### src/rtl/alu_op_sequencer_if.sv
// ----------------------------------------------------------------------------
// alu_op_sequencer_if
// Bundles the three channels around alu_op_sequencer:
//   request  : req_valid / req_ready / req_op / req_a / req_b
//   response : rsp_valid / rsp_ready / rsp_result / rsp_zero
//   ALU bus  : alu_control / alu_a / alu_b out, alu_result back in
//   status   : busy
// Modports:
//   master : the environment side (request producer, response consumer,
//            and the combinational ALU answering on alu_result)
//   slave  : the sequencer itself
// ----------------------------------------------------------------------------
interface alu_op_sequencer_if #(
    parameter int DATA_W = 32
);
    logic              req_valid;
    logic              req_ready;
    logic [3:0]        req_op;
    logic [DATA_W-1:0] req_a;
    logic [DATA_W-1:0] req_b;

    logic              rsp_valid;
    logic              rsp_ready;
    logic [DATA_W-1:0] rsp_result;
    logic              rsp_zero;

    logic [3:0]        alu_control;
    logic [DATA_W-1:0] alu_a;
    logic [DATA_W-1:0] alu_b;
    logic [DATA_W-1:0] alu_result;

    logic              busy;

    modport master (
        output req_valid, req_op, req_a, req_b, rsp_ready, alu_result,
        input  req_ready, rsp_valid, rsp_result, rsp_zero,
               alu_control, alu_a, alu_b, busy
    );

    modport slave (
        input  req_valid, req_op, req_a, req_b, rsp_ready, alu_result,
        output req_ready, rsp_valid, rsp_result, rsp_zero,
               alu_control, alu_a, alu_b, busy
    );
endinterface

### src/rtl/alu_op_sequencer.sv
// ----------------------------------------------------------------------------
// alu_op_sequencer
// Multi-cycle front end for the 32-bit ALU. Accepts one macro-op per
// request handshake, runs it as one to three ALU passes and returns a single
// result plus a locally computed zero flag on the response channel.
// Adds ROTL, ROTR, ANDN and SEQ on top of the ALU's native operations.
// Ports:
//   clk   : rising-edge clock
//   rst_n : synchronous, active-low reset
//   bus   : alu_op_sequencer_if.slave (request, response, ALU bus, busy)
// ----------------------------------------------------------------------------
module alu_op_sequencer #(
    parameter int DATA_W  = 32,
    parameter int SHAMT_W = 5
) (
    input  logic                 clk,
    input  logic                 rst_n,
    alu_op_sequencer_if.slave    bus
);

    // Macro-op codes; native ALU codes pass through unchanged.
    typedef enum logic [3:0] {
        OP_AND  = 4'h0,
        OP_OR   = 4'h1,
        OP_ADD  = 4'h2,
        OP_XOR  = 4'h3,
        OP_NOR  = 4'h4,
        OP_NAND = 4'h5,
        OP_SUB  = 4'h6,
        OP_SLT  = 4'h7,
        OP_SLTU = 4'h8,
        OP_ROTL = 4'h9,
        OP_ROTR = 4'hA,
        OP_ANDN = 4'hB,
        OP_SLL  = 4'hC,
        OP_SRL  = 4'hD,
        OP_SEQ  = 4'hE,
        OP_SRA  = 4'hF
    } op_e;

    typedef enum logic [2:0] {
        S_IDLE,
        S_P1,
        S_P2,
        S_P3,
        S_RESP
    } state_e;

    state_e             state;
    op_e                op_q;
    logic [DATA_W-1:0]  a_q;
    logic [DATA_W-1:0]  b_q;
    logic [DATA_W-1:0]  t1_q;
    logic [DATA_W-1:0]  t2_q;
    logic               rsp_valid_q;
    logic [DATA_W-1:0]  rsp_result_q;
    logic               rsp_zero_q;

    // Shift amount n and its complement m = (0 - n) mod 2^SHAMT_W. With
    // n = 0 both shifts are identity and the OR pass returns A unchanged.
    logic [SHAMT_W-1:0] n_amt;
    logic [SHAMT_W-1:0] m_amt;
    logic [DATA_W-1:0]  n_ext;
    logic [DATA_W-1:0]  m_ext;

    assign n_amt = b_q[SHAMT_W-1:0];
    assign m_amt = SHAMT_W'(0) - n_amt;
    assign n_ext = {{(DATA_W-SHAMT_W){1'b0}}, n_amt};
    assign m_ext = {{(DATA_W-SHAMT_W){1'b0}}, m_amt};

    // Number of ALU passes the latched op needs.
    logic [1:0] num_passes;
    always_comb begin
        case (op_q)
            OP_ROTL, OP_ROTR: num_passes = 2'd3;
            OP_ANDN, OP_SEQ:  num_passes = 2'd2;
            default:          num_passes = 2'd1;
        endcase
    end

    logic last_pass;
    assign last_pass = ((state == S_P1) && (num_passes == 2'd1)) ||
                       ((state == S_P2) && (num_passes == 2'd2)) ||
                        (state == S_P3);

    // ALU drive: decoded from state and latched registers only, so the ALU
    // bus never depends combinationally on the request inputs.
    logic [3:0]        alu_control_c;
    logic [DATA_W-1:0] alu_a_c;
    logic [DATA_W-1:0] alu_b_c;

    always_comb begin
        // NOTE: every output gets a default first so no path leaves it
        // unassigned; that is what keeps this block free of inferred latches.
        alu_control_c = OP_AND;
        alu_a_c       = '0;
        alu_b_c       = '0;
        case (state)
            S_P1: begin
                case (op_q)
                    OP_ROTL: begin alu_control_c = OP_SLL; alu_a_c = a_q; alu_b_c = n_ext; end
                    OP_ROTR: begin alu_control_c = OP_SRL; alu_a_c = a_q; alu_b_c = n_ext; end
                    OP_ANDN: begin alu_control_c = OP_NOR; alu_a_c = b_q; alu_b_c = b_q;   end
                    OP_SEQ:  begin alu_control_c = OP_XOR; alu_a_c = a_q; alu_b_c = b_q;   end
                    default: begin alu_control_c = op_q;   alu_a_c = a_q; alu_b_c = b_q;   end
                endcase
            end
            S_P2: begin
                case (op_q)
                    OP_ROTL: begin alu_control_c = OP_SRL;  alu_a_c = a_q;  alu_b_c = m_ext; end
                    OP_ROTR: begin alu_control_c = OP_SLL;  alu_a_c = a_q;  alu_b_c = m_ext; end
                    OP_ANDN: begin alu_control_c = OP_AND;  alu_a_c = a_q;  alu_b_c = t1_q;  end
                    // t1 = A ^ B; (t1 < 1) unsigned is exactly (A == B).
                    OP_SEQ:  begin alu_control_c = OP_SLTU; alu_a_c = t1_q; alu_b_c = DATA_W'(1); end
                    default: ;
                endcase
            end
            S_P3: begin
                alu_control_c = OP_OR;
                alu_a_c       = t1_q;
                alu_b_c       = t2_q;
            end
            default: ;
        endcase
    end

    always_ff @(posedge clk) begin
        // NOTE: reset is synchronous, and it clears the datapath registers
        // (operands, t1/t2, result) too, so a dropped op leaves nothing behind.
        if (!rst_n) begin
            state        <= S_IDLE;
            op_q         <= OP_AND;
            a_q          <= '0;
            b_q          <= '0;
            t1_q         <= '0;
            t2_q         <= '0;
            rsp_valid_q  <= 1'b0;
            rsp_result_q <= '0;
            rsp_zero_q   <= 1'b0;
        end else begin
            // NOTE: non-blocking assignments throughout, so every register
            // here samples pre-edge values regardless of statement order.
            if (last_pass) begin
                rsp_result_q <= bus.alu_result;
                rsp_zero_q   <= (bus.alu_result == '0);
                rsp_valid_q  <= 1'b1;
            end
            case (state)
                S_IDLE: begin
                    if (bus.req_valid) begin
                        op_q  <= op_e'(bus.req_op);
                        a_q   <= bus.req_a;
                        b_q   <= bus.req_b;
                        state <= S_P1;
                    end
                end
                S_P1: begin
                    if (last_pass) begin
                        state <= S_RESP;
                    end else begin
                        t1_q  <= bus.alu_result;
                        state <= S_P2;
                    end
                end
                S_P2: begin
                    if (last_pass) begin
                        state <= S_RESP;
                    end else begin
                        t2_q  <= bus.alu_result;
                        state <= S_P3;
                    end
                end
                S_P3: begin
                    state <= S_RESP;
                end
                S_RESP: begin
                    if (bus.rsp_ready) begin
                        rsp_valid_q <= 1'b0;
                        state       <= S_IDLE;
                    end
                end
                default: begin
                    state <= S_IDLE;
                end
            endcase
        end
    end

    assign bus.req_ready   = (state == S_IDLE);
    assign bus.busy        = (state != S_IDLE);
    assign bus.rsp_valid   = rsp_valid_q;
    assign bus.rsp_result  = rsp_result_q;
    assign bus.rsp_zero    = rsp_zero_q;
    assign bus.alu_control = alu_control_c;
    assign bus.alu_a       = alu_a_c;
    assign bus.alu_b       = alu_b_c;

endmodule
### src/flat_wrapper.sv
// flat-port wrapper written by rule: the top's interface ports become plain ports
module alu_op_sequencer_flat 
#(
    parameter int DATA_W  = 32,
    parameter int SHAMT_W = 5
)
  (clk, rst_n, bus_req_valid, bus_req_op, bus_req_a, bus_req_b, bus_rsp_ready, bus_alu_result, bus_req_ready, bus_rsp_valid, bus_rsp_result, bus_rsp_zero, bus_alu_control, bus_alu_a, bus_alu_b, bus_busy);
  alu_op_sequencer_if #(.DATA_W(DATA_W)) bus_i ();
  input  logic clk;
  input  logic rst_n;
  input wire logic [$bits(bus_i.req_valid)-1:0] bus_req_valid;
  input wire logic [$bits(bus_i.req_op)-1:0] bus_req_op;
  input wire logic [$bits(bus_i.req_a)-1:0] bus_req_a;
  input wire logic [$bits(bus_i.req_b)-1:0] bus_req_b;
  input wire logic [$bits(bus_i.rsp_ready)-1:0] bus_rsp_ready;
  input wire logic [$bits(bus_i.alu_result)-1:0] bus_alu_result;
  output wire logic [$bits(bus_i.req_ready)-1:0] bus_req_ready;
  output wire logic [$bits(bus_i.rsp_valid)-1:0] bus_rsp_valid;
  output wire logic [$bits(bus_i.rsp_result)-1:0] bus_rsp_result;
  output wire logic [$bits(bus_i.rsp_zero)-1:0] bus_rsp_zero;
  output wire logic [$bits(bus_i.alu_control)-1:0] bus_alu_control;
  output wire logic [$bits(bus_i.alu_a)-1:0] bus_alu_a;
  output wire logic [$bits(bus_i.alu_b)-1:0] bus_alu_b;
  output wire logic [$bits(bus_i.busy)-1:0] bus_busy;
  assign bus_i.req_valid = bus_req_valid;
  assign bus_i.req_op = bus_req_op;
  assign bus_i.req_a = bus_req_a;
  assign bus_i.req_b = bus_req_b;
  assign bus_i.rsp_ready = bus_rsp_ready;
  assign bus_i.alu_result = bus_alu_result;
  assign bus_req_ready = bus_i.req_ready;
  assign bus_rsp_valid = bus_i.rsp_valid;
  assign bus_rsp_result = bus_i.rsp_result;
  assign bus_rsp_zero = bus_i.rsp_zero;
  assign bus_alu_control = bus_i.alu_control;
  assign bus_alu_a = bus_i.alu_a;
  assign bus_alu_b = bus_i.alu_b;
  assign bus_busy = bus_i.busy;
  alu_op_sequencer #(.DATA_W(DATA_W), .SHAMT_W(SHAMT_W)) u_core (.clk(clk), .rst_n(rst_n), .bus(bus_i));
endmodule
### config.mk
export PLATFORM = sky130hd
export DESIGN_NAME = alu_op_sequencer_flat
export DESIGN_NICKNAME = d
export VERILOG_FILES = /design/src/rtl/alu_op_sequencer_if.sv /design/src/rtl/alu_op_sequencer.sv /design/src/flat_wrapper.sv
export SDC_FILE = /design/constraint.sdc
export NUM_CORES = 1
export LEC_CHECK = 0
export ABC_AREA = 1
export BUFFER_PORTS_ARGS = -buffer_cell sky130_fd_sc_hd__buf_2
export CAP_MARGIN = 15
export CORE_MARGIN = 8
export CORE_UTILIZATION = 58
export CTS_BUF_LIST = sky130_fd_sc_hd__clkbuf_16
export CTS_CLUSTER_SIZE = 14
export DETAILED_ROUTE_END_ITERATION = 16
export PLACE_DENSITY = 0.86
export SYNTH_ARGS = -nofsm -noshare
export SYNTH_HDL_FRONTEND = slang
export SYNTH_SLANG_ARGS = --single-unit
### constraint.sdc
create_clock -name clk -period 2.7 [get_ports clk]
set_input_delay 0 -clock clk [delete_from_list [all_inputs] [get_ports clk]]
set_output_delay 0 -clock clk [all_outputs]
set_load 0.01 [all_outputs]
==> flow_metrics.tcl, run 1 <==
set metrics [dict create \
    setup_tns_ns 0 \
    synth_area_per_cell_um2 6.56 \
    yosysUniqueCellTypes 29 \
    cap_violations 0 \
    detail-route-antenna-nets 0 \
    detail_route.first_pass.iterations 6 \
    grt_max_degree 77 \
    die_w_um 135 \
    pre_cts_slack_ns 0.933 \
    cts_sinks 169 \
    routed_via_density 5.57 \
    netlist_area_um2 8270 \
    yosys-top-cells-area "dfxtp_1 41%, nand2_1 14%, nor2_1 9.4%" \
    core_um2 13900 \
    relSlewSlack 0.474 \
    hold_viol_final 0 \
    p_leak_uw 0.00527 \
    peakVddDrop_v 0.000458 \
    cts.clk_slew.worst_paths_ns 0.06 \
    slowest_delay_ns 0.52 \
    fin_skew_ns 0.00457 \
    whs_ns 0.0149 \
    grt_pass1_vias 8745 \
    drive_gt1_frac 0.172 \
    gp_congestion 1.00 \
    clock_path_buffers 2 \
    clockRootBuffer "clkbuf_16" \
    syn_inst 1261 \
    crit_buf_inv 3 \
    syn_nets 1366 \
    fmax_mhz 436 \
    instances_no_fill 1713 \
    cts_tree "yes" \
    crit_fanout 44 \
    cp.required_ns 2.70 \
    grt_pass1_wl_mm 45.6 \
    slowest_stage "dfxtp_1" \
    cts_resized 0 \
    status "completed" \
    drc 0 \
    worstMarginPinSlew_ns 0.785 \
    synthToLayoutAreaGrowth_pct 31.5 \
    grt_usage 0.312 \
    rsz0062_at_grt "no" \
    cts_buffers 17 \
    critPathLaunchType "flip-flop" \
    timing.final.crit_share 0.849 \
    yosysTopAreaCellShare 0.409 \
    initial_core_util 0.596 \
    drtIter0Drc 1128 \
    ys_seq_area_frac 0.409 \
    crit_chain "nand2_1, inv_1, nand2_2, buf_4, a21oi_1, o21ai_0, o211ai_1, buf_2" \
    setup_ws_ns 0.407 \
    placedCellCount 1581 \
    dp_hpwl_mm 19.3 \
    hold_class "in2reg" \
    layout.nets 1626 \
    p_total_uw 5920 \
    io_pins 208 \
    clk_latency_ns 0.43 \
    cts_setup_buffers 0 \
    synth_top_area_cell "dfxtp_1" \
    path_delay_family "compound AO/OA/AOI/OAI gates" \
    finalSetupViolations 0 \
    postRouteWirelength_mm 29.2 \
    crit_type "reg2out" \
    wl_per_cell_um 17.1 \
    cp-end-kind "primary output" \
    fin_crit_ns 2.29 \
    row_count 43 \
    num_vias 9544 \
    io_buffers 207 \
    final_cell_mix "311 x nand2_1, 206 x nor2_1, 206 x buf_2" \
    grt-ovfl-total 0 \
    powerDensity_nw_per_um2 544 \
    antenna_found_initial 1 \
    die_y_um 135 \
    maxSlewViolCount 0 \
    synth_seq_cells 169 \
    die_area_um2 18300 \
    yosysWarnings 0 \
    htree_levels 4 \
    cp.arrival_ns 2.29 \
    final_common_cell "nand2_1" \
]
## metrics by stage
step / area [um2] / util
floorplan: 8270 / -
finish: 10900 / 0.783
detailed placement: 9340 / 0.673
global route: 10900 / 0.783
global placement: 9340 / 0.673
CTS: 10900 / 0.783
## path summary, 6_finish.rpt
path                                                  to                   startpoint  depth (start not counted)  slack (ns)
setup / recovery                           bus_alu_a[15]  u_core.op_q[0]$_SDFFE_PN0P_                          8        0.41
hold / removal    u_core.bus.rsp_result[10]$_SDFFE_PN0P_                        rst_n                          3        0.01
setup reg to reg            u_core.t1_q[15]$_SDFFE_PN0P_  u_core.op_q[1]$_SDFFE_PN0P_                         10        0.83
hold reg to reg              u_core.b_q[11]$_SDFFE_PN0P_  u_core.b_q[11]$_SDFFE_PN0P_                          2        0.47
## worst min-delay path, delay by kind of cell
kind,cells,cell delay [ns]
buffers and inverters,1,0.25
AND/OR/NAND/NOR,2,0.15
## kinds of logic after synthesis
logic type	share of synthesized area
buf+inv	0.118
simple gates	0.273
flops	0.409
fa+ha+maj	0.00151
compound gates	0.198
## area by class of cell
class                      count  area [um2]
inverter                     152         571
multi-input combinational    855        3930
timing repair buffer         326        2250
clock buffer                  17         425
fill                        1026        3010
sequential                   169        3380
clock inverter                13        91.3
antenna                        1        2.50
tap                          180         225
## cells in the mapped netlist, drive strengths merged
cell type  number
a21oi         104
a22oi           1
a31oi           1
buf            43
clkbuf         42
clkinv          2
dfxtp         169
ha              1
inv           150
nand2         314
nand3          31
nand4          13
nor2          211
nor3            2
nor4            1
o211ai         28
o21ai          76
o221ai         27
o22ai          43
o31ai           1
or2             1
## power by group
group / internal, uW / switching (uW)
clock network: 1230 / 989
registers: 2650 / 92.2
logic: 389 / 567
## state kept, by name, summed over array words and instances (netlist names)
register / flops
u_core.bus.rsp_result: 32
u_core.bus.rsp_valid: 1
u_core.t1_q: 32
u_core.a_q: 32
u_core.bus.rsp_zero: 1
u_core.b_q: 32
u_core.op_q: 4
u_core.state: 3
u_core.t2_q: 32
## per-layer routing
layer  global-route usage  part of all wire  wire (um)  vias up
met5                    0                 0          0        -
met4                0.144             0.042       1220        0
met3               0.0631              0.12       3420      104
met2                0.476              0.45      13000      642
met1                0.415              0.40      11600     4226
li1                     -                 -          -     4572
## what timing repair did
item / CTS / global route
endpoints found under the setup margin: 0 / 0
endpoints found under the hold margin: 165 / 0
hold buffers: 101 / 0
Note: power is estimated with default switching activity, not from simulation.
==> run 2: changes to the inputs <==
CORE_UTILIZATION = 48   (was 58)
PLACE_DENSITY = 0.76   (was 0.86)
clock period = 2.1 ns   (was 2.7 ns; I/O delays follow)
==> run 2 against run 1 <==
Compared with the run above: non-clock buffer count increased by 11; combinational power up 32%; critical path type unchanged; worst hold slack gained 0.037 ns; final cell count increased by 3.3%; sequential share of layout area decreased by 0.93 points.
==> flow_metrics.tcl, run 2 (synthesized netlist as in run 1, its figures left out) <==
set metrics [dict create \
    status "completed" \
    antenna_cells 0 \
    slowest_stage "dfxtp_4" \
    p_total_uw 8080 \
    layout.nets 1638 \
    cp.arrival_ns 2.04 \
    fin_skew_ns 0.00934 \
    num_vias 9393 \
    peakVddDrop_v 0.000602 \
    drive_gt1_frac 0.191 \
    io_buffers 207 \
    relSlewSlack 0.635 \
    fin_crit_ns 2.04 \
    slowest_delay_ns 0.39 \
    postRouteWirelength_mm 29.1 \
    die_area_um2 21700 \
    die_w_um 147 \
    wl_per_cell_um 16.4 \
    grt-ovfl-total 0 \
    drc 0 \
    cap_violations 0 \
    cp-end-kind "primary output" \
    initial_core_util 0.485 \
    maxSlewViolCount 0 \
    hold_class "in2reg" \
    cp.required_ns 2.10 \
    crit_fanout 32 \
    place_area_um2 9470 \
    hold_viol_final 0 \
    powerDensity_nw_per_um2 720 \
    final_common_cell "nand2_1" \
    finalSetupViolations 0 \
    antenna_found_initial 0 \
    cts_sinks 169 \
    grt_pass1_wl_mm 45.1 \
    routed_via_density 5.31 \
    path_delay_family "buffers and inverters" \
    die_y_um 147 \
    rsz0062_at_grt "yes" \
    io_pins 208 \
    final_area_um2 11200 \
    core_um2 17100 \
    htree_levels 4 \
    gp_congestion 0.947 \
    timing.final.crit_share 0.969 \
    fmax_mhz 491 \
    cts_tree "yes" \
    clockRootBuffer "clkbuf_16" \
    cts.clk_slew.worst_paths_ns 0.07 \
    crit_chain "inv_2, nor2_2, nand2_2, buf_12, nor2_4, buf_4, a21oi_1, nand2_1, buf_2" \
    grt_pass1_vias 8450 \
    crit_buf_inv 4 \
    dp_hpwl_mm 19.7 \
    detail-route-antenna-nets 0 \
    row_count 48 \
    detail_route.first_pass.iterations 6 \
    clk_latency_ns 0.43 \
    crit_type "reg2out" \
    cts_buffers 17 \
    worstMarginPinSlew_ns 0.547 \
    clock_path_buffers 2 \
    final_cell_mix "308 x nand2_1, 206 x buf_2, 205 x nor2_1" \
    drtIter0Drc 1010 \
    whs_ns 0.0518 \
    synthToLayoutAreaGrowth_pct 35.8 \
    critPathLaunchType "flip-flop" \
    p_leak_uw 0.00541 \
    grt_usage 0.257 \
    grt_max_degree 68 \
]
[run 2: cell types whose count changed in the layout (fill, tap and decap cells not counted), sizes merged]
cell | before | now
clkinvlp | 1 | 4
clkinv | 8 | 4
nor2 | 211 | 212
buf | 225 | 236
diode | 1 | 0
bufinv | 1 | 4
inv | 155 | 154
[run 2: area by class of cell]
type | count | area, um2
Clock buffer | 17 | 425
Clock inverter | 14 | 184
Timing Repair Buffer | 337 | 2380
Inverter | 152 | 572
Tap cell | 225 | 282
Fill cell | 1499 | 5830
Sequential cell | 169 | 3390
Multi-Input combinational cell | 856 | 4000
[run 2: what timing repair did]
action	CTS	global route
hold endpoints to repair	166	0
endpoints found under the setup margin	37	60
resized for setup	8	22
buffers inserted	2	1
pin swaps	2	3
gates cloned	0	1
hold buffers	101	0
[run 2: power breakdown]
group / internal (uW) / switching (uW) / total [uW]
logic: 522 / 739 / 1260
registers: 3400 / 117 / 3520
clock network: 1970 / 1320 / 3300
total: 5900 / 2180 / 8080
[run 2: per-layer routing]
layer,vias to the layer above,wire [um],GRT usage
li1,4603,-,-
met1,4245,12600,0.348
met2,454,12900,0.387
met3,91,2460,0.0538
met4,0,1130,0.113
met5,-,0,0
[run 2: tightest hold or removal path, stage by stage]
cell	delay (ns)
buf_4	0.27
nand2_1	0.13
nor2_1	0.03
[run 2: path summary, 6_finish.rpt]
kind	start	endpoint	slack, ns	depth (start not counted)
setup reg to reg	u_core.op_q[2]$_SDFFE_PN0P_	u_core.bus.rsp_zero$_SDFFE_PN0P_	0.30	11
setup / recovery	u_core.state[0]$_SDFFE_PN0P_	bus_alu_a[27]	0.06	9
hold / removal	rst_n	u_core.bus.rsp_result[3]$_SDFFE_PN0P_	0.05	3
hold reg to reg	u_core.bus.rsp_result[27]$_SDFFE_PN0P_	u_core.bus.rsp_result[27]$_SDFFE_PN0P_	0.47	2
[run 2: per-stage QoR]
step,worst slack [ns],utilization,cells,setup TNS (ns)
5_1_grt,-0.0182,0.658,1770,-0.0438
3_5_place_dp,0.116,0.555,1634,0
4_1_cts,-0.0116,0.653,1768,-0.0118
6_report,0.0649,0.658,1770,0
2_1_floorplan,0.629,-,1261,0
3_3_place_gp,0.201,0.555,1634,0
